`src/rtl/redtin_capture_ctl.sv`:
```
// redtin_capture_ctl: arms the Red Tin capture core, then streams its circular buffer oldest-first as 32-bit words
//
// Ports:
//   clk, rst_n                  clock, asynchronous active-low reset
//   cmd_arm, cmd_abort          host single-cycle commands
//   la_reset                    one-cycle restart pulse to the core
//   la_done, la_start_addr      core stopped / oldest-sample address
//   la_read_addr, la_read_data  core read port (data arrives one cycle after address)
//   out_data/valid/ready/last   32-bit word stream, least-significant word of each sample first
//   busy, dump_done             not idle / one-cycle pulse after the final word is accepted
//
// Option: define REDTIN_HEADER_EN to emit {16'h5254, base} as a header word before the samples.
module redtin_capture_ctl #(
  parameter int DATA_WIDTH = 128,
  parameter int ADDR_BITS = 9
) (
  input  logic                  clk,
  input  logic                  rst_n,
  input  logic                  cmd_arm,
  input  logic                  cmd_abort,
  output logic                  la_reset,
  input  logic                  la_done,
  input  logic [ADDR_BITS-1:0]  la_start_addr,
  output logic [ADDR_BITS-1:0]  la_read_addr,
  input  logic [DATA_WIDTH-1:0] la_read_data,
  output logic [31:0]           out_data,
  output logic                  out_valid,
  input  logic                  out_ready,
  output logic                  out_last,
  output logic                  busy,
  output logic                  dump_done
);
  localparam int W = DATA_WIDTH / 32;
  localparam int KW = W > 1 ? $clog2(W) : 1;
  localparam logic [KW-1:0] KMAX = KW'(W - 1);
  typedef enum logic [2:0] {IDLE, RESET, ARMED, HDR, FETCH, LOAD, SEND} state_t;
  state_t state;
  logic [ADDR_BITS-1:0] i;
  logic [KW-1:0] k;
  logic [DATA_WIDTH-1:0] hold;
  logic abt_p, abt_rst, hs, stop, last_s;
  assign hs = out_valid & out_ready;
  // an abort seen while a word is offered only lands once that word is taken
  assign stop = abt_p | cmd_abort;
  assign last_s = &i;
  // la_read_addr doubles as base+i: latched from la_start_addr, then bumped per sample
  always_ff @(posedge clk or negedge rst_n)
    if (!rst_n) begin
      state <= IDLE;
      la_reset <= 1'b0;
      la_read_addr <= '0;
      out_data <= '0;
      out_valid <= 1'b0;
      out_last <= 1'b0;
      busy <= 1'b0;
      dump_done <= 1'b0;
      i <= '0;
      k <= '0;
      hold <= '0;
      abt_p <= 1'b0;
      abt_rst <= 1'b0;
    end else begin
      la_reset <= 1'b0;
      dump_done <= 1'b0;
      case (state)
        IDLE: if (cmd_arm && !cmd_abort) begin
          state <= RESET;
          la_reset <= 1'b1;
          busy <= 1'b1;
          abt_rst <= 1'b0;
        end
        RESET: begin
          state <= abt_rst ? IDLE : ARMED;
          busy <= !abt_rst;
        end
        ARMED: if (cmd_abort) begin
          state <= RESET;
          la_reset <= 1'b1;
          abt_rst <= 1'b1;
        end else if (la_done) begin
          la_read_addr <= la_start_addr;
          i <= '0;
          abt_p <= 1'b0;
`ifdef REDTIN_HEADER_EN
          state <= HDR;
          out_valid <= 1'b1;
          out_data <= 32'h5254_0000 | 32'(la_start_addr);
`else
          state <= FETCH;
`endif
        end
        HDR: begin
          abt_p <= hs ? 1'b0 : stop;
          if (hs) begin
            out_valid <= 1'b0;
            state <= stop ? IDLE : FETCH;
            busy <= !stop;
          end
        end
        FETCH: begin
          state <= cmd_abort ? IDLE : LOAD;
          busy <= !cmd_abort;
        end
        LOAD: if (cmd_abort) begin
          state <= IDLE;
          busy <= 1'b0;
        end else begin
          state <= SEND;
          hold <= la_read_data;
          out_data <= la_read_data[31:0];
          out_valid <= 1'b1;
          out_last <= (KMAX == '0) && last_s;
          k <= '0;
          abt_p <= 1'b0;
        end
        SEND: begin
          abt_p <= hs ? 1'b0 : stop;
          if (hs) begin
            if (stop) begin
              state <= IDLE;
              out_valid <= 1'b0;
              out_last <= 1'b0;
              busy <= 1'b0;
            end else if (k != KMAX) begin
              k <= k + 1'b1;
              hold <= hold >> 32;
              out_data <= 32'(hold >> 32);
              out_last <= (k + 1'b1 == KMAX) && last_s;
            end else begin
              out_valid <= 1'b0;
              out_last <= 1'b0;
              state <= last_s ? IDLE : FETCH;
              busy <= !last_s;
              dump_done <= last_s;
              i <= i + 1'b1;
              la_read_addr <= last_s ? la_read_addr : la_read_addr + 1'b1;
            end
          end
        end
        default: state <= IDLE;
      endcase
    end
endmodule

```
`config.mk`:
```
export PLATFORM = sky130hd
export DESIGN_NAME = redtin_capture_ctl
export DESIGN_NICKNAME = d
export VERILOG_FILES = /design/src/rtl/redtin_capture_ctl.sv
export SDC_FILE = /design/constraint.sdc
export NUM_CORES = 1
export LEC_CHECK = 0
export CELL_PAD_IN_SITES_DETAIL_PLACEMENT = 0
export CELL_PAD_IN_SITES_GLOBAL_PLACEMENT = 1
export CORE_MARGIN = 2
export CORE_UTILIZATION = 36
export CTS_BUF_LIST = sky130_fd_sc_hd__clkbuf_4
export DETAILED_ROUTE_END_ITERATION = 10
export PLACE_DENSITY = 0.76
export SETUP_SLACK_MARGIN = 0.15
export SLEW_MARGIN = 5
export SYNTH_ARGS = -nofsm -noshare
export SYNTH_HDL_FRONTEND = slang
export SYNTH_SLANG_ARGS = --single-unit
```
`constraint.sdc`:
```
create_clock -name clk -period 2.2 [get_ports clk]
set_input_delay 0.55 -clock clk [delete_from_list [all_inputs] [get_ports clk]]
set_output_delay 0.55 -clock clk [all_outputs]
set_load 0.02 [all_outputs]
```
Word level (Yosys, flattened, before mapping)
Index checks and enable logic that the tools add are counted.
- input port bits: 143
- output and inout bits: 46
- logic and storage cells: 137
- register bits after elaboration: 190
- reduce and logical (&&, ||, !) cells: 24
- add/sub/neg operators: 3
- mux-type cells: 73
- eq/ne operators: 22
- bitwise operators: 2
- operators with widths (cell ; number):
    128-bit two-way mux ; 4
    128-bit case mux with 2 select lines ; 1
    32-bit two-way mux ; 4
    9-bit two-way mux ; 11
    32-bit case mux with 2 select lines ; 1
    9-bit case mux with 2 select lines ; 2
    3-bit two-way mux ; 11
    1-bit two-way mux ; 26
    2-bit inequality test (second input constant) ; 13
    3-bit case mux with 7 select lines ; 1
    9-bit by 1-bit adder with 9-bit output (second input constant) ; 2
    5-bit AND reduction ; 3
    6-bit AND reduction ; 2
    2-bit two-way mux ; 5
    3-bit equality test (second input constant) ; 3
    9-bit AND reduction ; 1
    7-bit AND reduction ; 1
    3-bit by 2-bit equality test with 1-bit output (second input constant) ; 2
    3-bit inequality test (second input constant) ; 2
    1-bit case mux with 2 select lines ; 3
    1-bit case mux with 3 select lines ; 2
    1-bit case mux with 6 select lines ; 1
    3-bit AND reduction ; 2
    2-bit nonzero test ; 3
    other kinds (13) ; 18

Logic depth before layout (Yosys ltp)
Gate-level depths: netlist of the first run.
- word-level depth: 7
- mapped depth: 9
- gate-level depth less buffers: 8

Worst setup path after synthesis of the first run
No wires, ideal clock.
- path type: reg2reg
- start: register k[0]
- end: register k[1]
- data arrival time: 1905 ps
- required time: 2070 ps
- cell stages (with the launch flop): 9
- path slack: 165 ps
- buffers on the path: 3
- library setup time: 130 ps
- period minus slack after synthesis: 2035 ps
- cells stage by stage: dfrtp_1 -> ha_1 -> or3b_1 -> a221o_1 -> buf_6 -> buf_6 -> buf_6 -> nand2_1 -> o31ai_2
- longest elaborated chain between the ends: 5
- elaborated cells on any way between the ends: 8
- classes of those cells: 1 x add/sub; 2 x eq/ne; 4 x mux; 1 x reduce/logical
- RTL lines (item ; line ; source):
    from (decl) ; 39 ; logic [KW-1:0] k;
    from (signal assigned) ; 125 ; k <= k + 1'b1;
    2-bit by 1-bit adder with 2-bit output ; 125 ;
    2-bit two-way mux ; 124 ; end else if (k != KMAX) begin
    2-bit two-way mux ; 119 ; if (stop) begin
    2-bit two-way mux ; 118 ; if (hs) begin
    2-bit case mux with 2 select lines ; 65 ; case (state)
Parallel ways exist; a longest one is shown, timed or not. The select of a mux whose other input is x is not followed.
A chain may end at the register's enable or synchronous reset.

Worst setup path in the final report of the first run
- start: register k[1]
- end: register hold[44]
- longest elaborated chain between the ends: 3
- RTL lines (item ; line ; source):
    2-bit inequality test ; 124 ;
    2-bit inequality test (no line) ; n/a ;
    5-bit AND reduction (no line) ; n/a ;
    to (signal assigned) ; 109 ; hold <= la_read_data;
    to (signal assigned) ; 126 ; hold <= hold >> 32;
    to (decl) ; 40 ; logic [DATA_WIDTH-1:0] hold;
No other way between the ends.

==> results.yml, run 1 <==
run_status:
  outcome: "finished, final reports clean"
synthesis:
  synth-async-reset-ratio_pct: 100
  synth_edf_count: 0
  yosysSeqAreaShare_pct: 50.8
  syn_nets: 947
  ys_dominant_reg_cell: "dfrtp_1"
  synth.avg_cell_area_um2: 9.74
  synth.distinct_cells: 54
  synth_seq_cells: 158
  syn-instance-count: 799
  ys_warn_count: 0
  synthesis.area_um2: 7780
setup_path:
  worstReg2RegEnd: "hold[44]"
  cp_cell_sequence: "ha_2 > or3b_4 > a221o_4 > buf_12 > nand2_1 > o21ai_0"
  worstPathMaxFanout: 39
  path_class: "flop to flop"
  required_ps: 2650
  worst_setup_path_start_kind: "flop"
  rrSetupSlack_ps: 140
  slowest_stage: "a221o_4"
  crit_cells: 6
  critPathMaxStageDelay_ps: 540
  worstReg2RegStart: "k[1]"
  cp_top_family: "compound AO/OA/AOI/OAI gates"
  arrival_ps: 2510
  reg2reg_depth: 6
  crit_buf_inv: 1
  endpoint_kind: "flop"
grt:
  grt.met2_usage_pct: 25.6
  gr-usage-met3_pct: 3.28
  use_met1_pct: 24.9
  antenna_found_initial: 1
  grt-busiest-layer: "met2"
  grt_pass1_wl_mm: 30.8
  grt_pass1_vias: 5853
  grt_start_max_net_pins: 57
  track_usage_pct: 17.3
  grt_overflow: 0
die:
  coreArea_um2: 21100
  die_h_um: 151
  die_w_um: 151
  ioPinCount: 189
  die_area_um2: 22800
  rows: 53
  initial_core_util_pct: 36.9
sta:
  setup_ws_ps: 139
  rsz0062_at_grt: "true"
  worstMarginPinSlew_ps: 446
  skew_ps: 22.6
  drv_slew: 0
  fin_crit_sh_pct: 93.7
  finalSetupViolCount: 0
  hold_viol_final: 0
  holdWs_ps: 419
  final.min_clock_period_ps: 2060
  max_freq_mhz: 485
  max_slew_margin_pct: 69.5
clock_network:
  clock_path_buffers: 2
  h-tree-depth: 4
  numClockSinks: 158
  clock_latency_ps: 550
  path_clk_slew_ps: 150
  tritoncts: "done"
  cts_buffers: 17
  clockRootBuffer: "clkbuf_4"
power_and_ir_drop:
  powerDensity_nw_per_um2: 1030
  leakage_nw: 4.54
  max-vdd-ir-drop_uv: 605
flow_run:
  maxCapViolCount: 0
place:
  place_ws_ps: -256
  gp_congestion: 0.806
  dpl-instance-area_um2: 9900
  place.detailed.hpwl_mm: 13.3
  numPortBuffers: 188
drt:
  drt_iter0_markers: 309
  dr_total_vias: 6234
  wl_mm: 19.8
  drt_first_pass_iters: 4
  vias_per_cell: 4.94
  routedWlPerCell_um: 15.7
  post-route-drc-count: 0
  ant_nets: 0
cells_and_area:
  area_growth_pct: 32.9
  drive_above_1_share_pct: 10.8
  nets: 1121
  final_common_cell: "nand2_1"
  fin_area_um2: 10300
  layout_common_cells: "nand2_1, dfrtp_1, clkdlybuf4s50_1"
  fin_util_pct: 49.0
worst_hold_path:
  hp-class: "primary input to async pin"
-- worst reg2reg max path, stage by stage (launching register included) --
cell     delay [ps]
dfrtp_1         430
ha_2            190
or3b_4          430
a221o_4         540
buf_12          220
nand2_1          80
o21ai_0          70
-- layer usage --
metal / wire length, um / part of all wire (%)
met1: 9640 / 49
met2: 8910 / 45
met3: 1030 / 5.2
met4: 236 / 1.2
met5: 0 / 0
-- how the worst max path moves through the flow --
| stage | startpoint | to | slack, ps |
|---|---|---|---|
| floorplan | k[0] | k[1] | 170 |
| detailed placement | cmd_abort | i[2] | -260 |
| global placement | la_done | i[2] | -230 |
| global route | k[1] | hold[41] | 70 |
| CTS | la_read_addr[5] | la_read_addr[5] | 160 |
| finish | k[1] | hold[44] | 140 |
-- cell usage after synthesis (3+ instances only) --
library cell | count | area (um^2)
ha_1 | 5 | 62.6
or4_1 | 4 | 30.0
buf_2 | 16 | 80.1
nand2_1 | 181 | 679
and2_1 | 4 | 25.0
nand3_1 | 9 | 45.0
nand2b_1 | 3 | 18.8
a21o_1 | 3 | 22.5
a21oi_1 | 12 | 60.1
nor3_1 | 7 | 35.0
buf_6 | 13 | 146
o21ai_0 | 46 | 230
clkbuf_1 | 26 | 97.6
a31oi_1 | 6 | 37.5
a2bb2oi_1 | 6 | 52.6
mux2i_1 | 97 | 971
o21ai_1 | 99 | 495
dfrtp_1 | 158 | 3950
inv_1 | 7 | 26.3
nor2_1 | 14 | 52.6
and4_1 | 3 | 26.3
buf_4 | 32 | 240
o31ai_1 | 9 | 67.6
nand3b_1 | 3 | 22.5
-- power by group --
part / switching, W / internal [W]
Combinational: 0.00212 / 0.00183
Clock: 0.00118 / 0.000502
Sequential: 0.000808 / 0.00417
-- cells by family after synthesis --
group | Yosys count | share of synthesized area, %
adders and majority gates | 5 | 0.804
AOI/OAI and AO/OA | 202 | 14.8
and+or+nand+nor | 240 | 13.2
xor gates and xnor gates | 1 | 0.113
buffers and inverters | 95 | 7.64
DFF | 158 | 50.8
muxes | 98 | 12.6
-- per-stage QoR --
step / total power [W] / TNS (ps) / cells
global placement: 0.00909 / -16610 / 1219
CTS: 0.0107 / 0 / 1255
finish: 0.0106 / 0 / 1263
floorplan: 0.00775 / 0 / 799
global route: 0.0115 / 0 / 1262
detailed placement: 0.00919 / -19890 / 1219
-- layout make-up --
type | count | area, um^2
inverter | 7 | 26.3
sequential | 158 | 3960
timing repair buffer | 241 | 2420
multi-input combinational | 548 | 3320
clock buffer | 18 | 135
clock inverter | 14 | 125
tap | 275 | 344
fill | 2063 | 10800
antenna | 2 | 5.00
-- flip-flops by register name, indices dropped and copies added, names as in the netlist --
signal	cells
dump_done	1
out_valid	1
la_reset	1
i	9
k	2
la_read_addr	9
hold	97
state	3
out_last	1
abt_rst	1
busy	1
abt_p	1
out_data	31
-- what timing repair did --
item / in CTS / in global routing
resized for setup: 47 / 24
pin swaps: 1 / 5
buffers inserted: 1 / 2
hold buffers: 1 / 0
cloned: 2 / 4
setup endpoints to repair: 172 / 117
endpoints found under the hold margin: 25 / 0
Note: power is estimated with default switching activity, not from simulation.
==> run 2: changes to the inputs <==
clock period = 2.6 ns   (was 2.2 ns; I/O delays follow)
==> run 2 against run 1 <==
- critical endpoint is now la_read_addr[4]
- clock skew down 4.7 ps
- clock-buffer cell count unchanged
- flip-flop and latch count unchanged
- sequential share of layout area up 0.98 points
- largest power group unchanged
- die area unchanged
- global-route usage down 0.92 points
- critical path type is now flop to output port
- hold slack worse by 340 ps
==> results.yml, run 2 (synthesized netlist as in run 1, its figures left out) <==
setup_path:
  slowest_stage: "clkdlybuf4s50_1"
  crit_cells: 1
  critPathLaunch: "la_read_addr[4]"
  reg2reg_depth: 6
  rrSetupSlack_ps: 400
  critPathMaxStageDelay_ps: 660
  worstReg2RegEnd: "hold[37]"
  cp_cell_sequence: "clkdlybuf4s50_1"
  arrival_ps: 1650
  worstPathMaxFanout: 6
  worstReg2RegStart: "k[0]"
  endpoint_kind: "output port"
  path_class: "flop to output port"
  cp-endpoint: "la_read_addr[4]"
  crit_buf_inv: 1
  cp_top_family: "buffers and inverters"
  worst_setup_path_start_kind: "flop"
  required_ps: 1950
sta:
  final.min_clock_period_ps: 2300
  rsz0062_at_grt: "false"
  fin_setup_tns_ps: 0
  max_slew_margin_pct: 57.7
  hold_viol_final: 0
  worstMarginPinSlew_ps: 635
  fin_crit_sh_pct: 88.5
  skew_ps: 17.9
  max_freq_mhz: 435
  drv_slew: 0
  setup_ws_ps: 299
  finalSetupViolCount: 0
clock_network:
  postCtsSetupBuffers: 0
  clock_latency_ps: 520
  numClockSinks: 158
  path_clk_slew_ps: 140
  h-tree-depth: 4
  clock_path_buffers: 2
  tritoncts: "done"
  clockRootBuffer: "clkbuf_4"
  cts_buffers: 17
drt:
  dr_total_vias: 5965
  post-route-drc-count: 0
  drt_first_pass_iters: 4
  ant_nets: 0
  wl_mm: 18.5
  drt_iter0_markers: 279
  vias_per_cell: 4.83
  routedWlPerCell_um: 15.0
cells_and_area:
  final_common_cell: "clkdlybuf4s50_1"
  area_growth_pct: 29.6
  largest_register_ffs: 97
  drive_above_1_share_pct: 7.29
  nets: 1095
  layout_common_cells: "clkdlybuf4s50_1, nand2_1, dfrtp_1"
  top_register: "hold"
  fill_cells: 2033
  top_regs: "hold (97), out_data (31)"
  fin_area_um2: 10100
place:
  numPortBuffers: 188
  dpl-instance-area_um2: 9780
  place_ws_ps: 76.2
  place.detailed.hpwl_mm: 13.1
  gp_congestion: 0.847
power_and_ir_drop:
  leakage_nw: 4.24
  powerDensity_nw_per_um2: 905
  max-vdd-ir-drop_uv: 421
  power_w: 0.00912
die:
  ioPinCount: 189
  die_w_um: 151
  initial_core_util_pct: 36.9
  die_area_um2: 22800
  die_h_um: 151
  coreArea_um2: 21100
  rows: 53
run_status:
  outcome: "finished, final reports clean"
grt:
  antenna_found_initial: 1
  grt_pass1_vias: 5767
  grt_pass1_wl_mm: 29.5
  grt_overflow: 0
  track_usage_pct: 16.4
  grt_start_max_net_pins: 92
worst_hold_path:
  hp-class: "primary input to async pin"
flow_run:
  maxCapViolCount: 0
run 2: changes by cell type in the layout (fill, tap and decap cells not counted), sizes merged, moves of 2 or more:
cell / previous run / this run
a221o: 3 / 1
buf: 49 / 30
bufinv: 0 / 2
clkbuf: 22 / 18
clkdlybuf4s50: 141 / 187
clkinv: 5 / 2
clkinvlp: 2 / 4
dlygate4sd2: 45 / 0
run 2: what timing repair did:
action / in CTS / in global routing
setup endpoints to repair: 1 / 1
hold buffers: 0 / 0
gates resized for setup: 1 / 1
pin swaps: 0 / 0
run 2: metrics by stage:
step	util, %	hold WS, ps	std cells
floorplan	-	354	799
global placement	46.4	462	1203
detailed placement	46.4	470	1203
CTS	47.8	52.6	1235
global route	47.8	75.6	1236
finish	47.8	82.8	1236
run 2: routing by layer:
metal,track usage (%),vias up,part of all wire (%)
li1,-,3050,-
met1,22.6,2754,48
met2,25.6,146,46
met3,3.19,15,4.6
met4,5.75,0,1.6
met5,0,-,0
run 2: worst min path at each step:
| stage | start | endpoint | slack, ps | depth (start not counted) |
|---|---|---|---|---|
| global placement | hold[50] | hold[50] | 460 | 2 |
| CTS | rst_n | la_read_addr[8] | 50 | 1 |
| global route | rst_n | la_read_addr[8] | 80 | 1 |
| finish | rst_n | la_read_addr[8] | 80 | 1 |
| detailed placement | hold[49] | hold[49] | 470 | 2 |
| floorplan | rst_n | abt_p | 350 | 0 |
run 2: final cells by class:
type                            count  area (um^2)  area share [%]
Tap cell                          275          344            3.41
Sequential cell                   158         3960            39.3
Antenna cell                        1         2.50          0.0248
Clock inverter                     14          156            1.55
Inverter                            7         26.3           0.261
Timing Repair Buffer              217         2210            22.0
Multi-Input combinational cell    546         3250            32.2
Clock buffer                       18          135            1.34
run 2: power breakdown:
part	internal, W	switching, W
sequential	0.00353	0.000685
combinational	0.00165	0.00172
clock	0.000599	0.000929
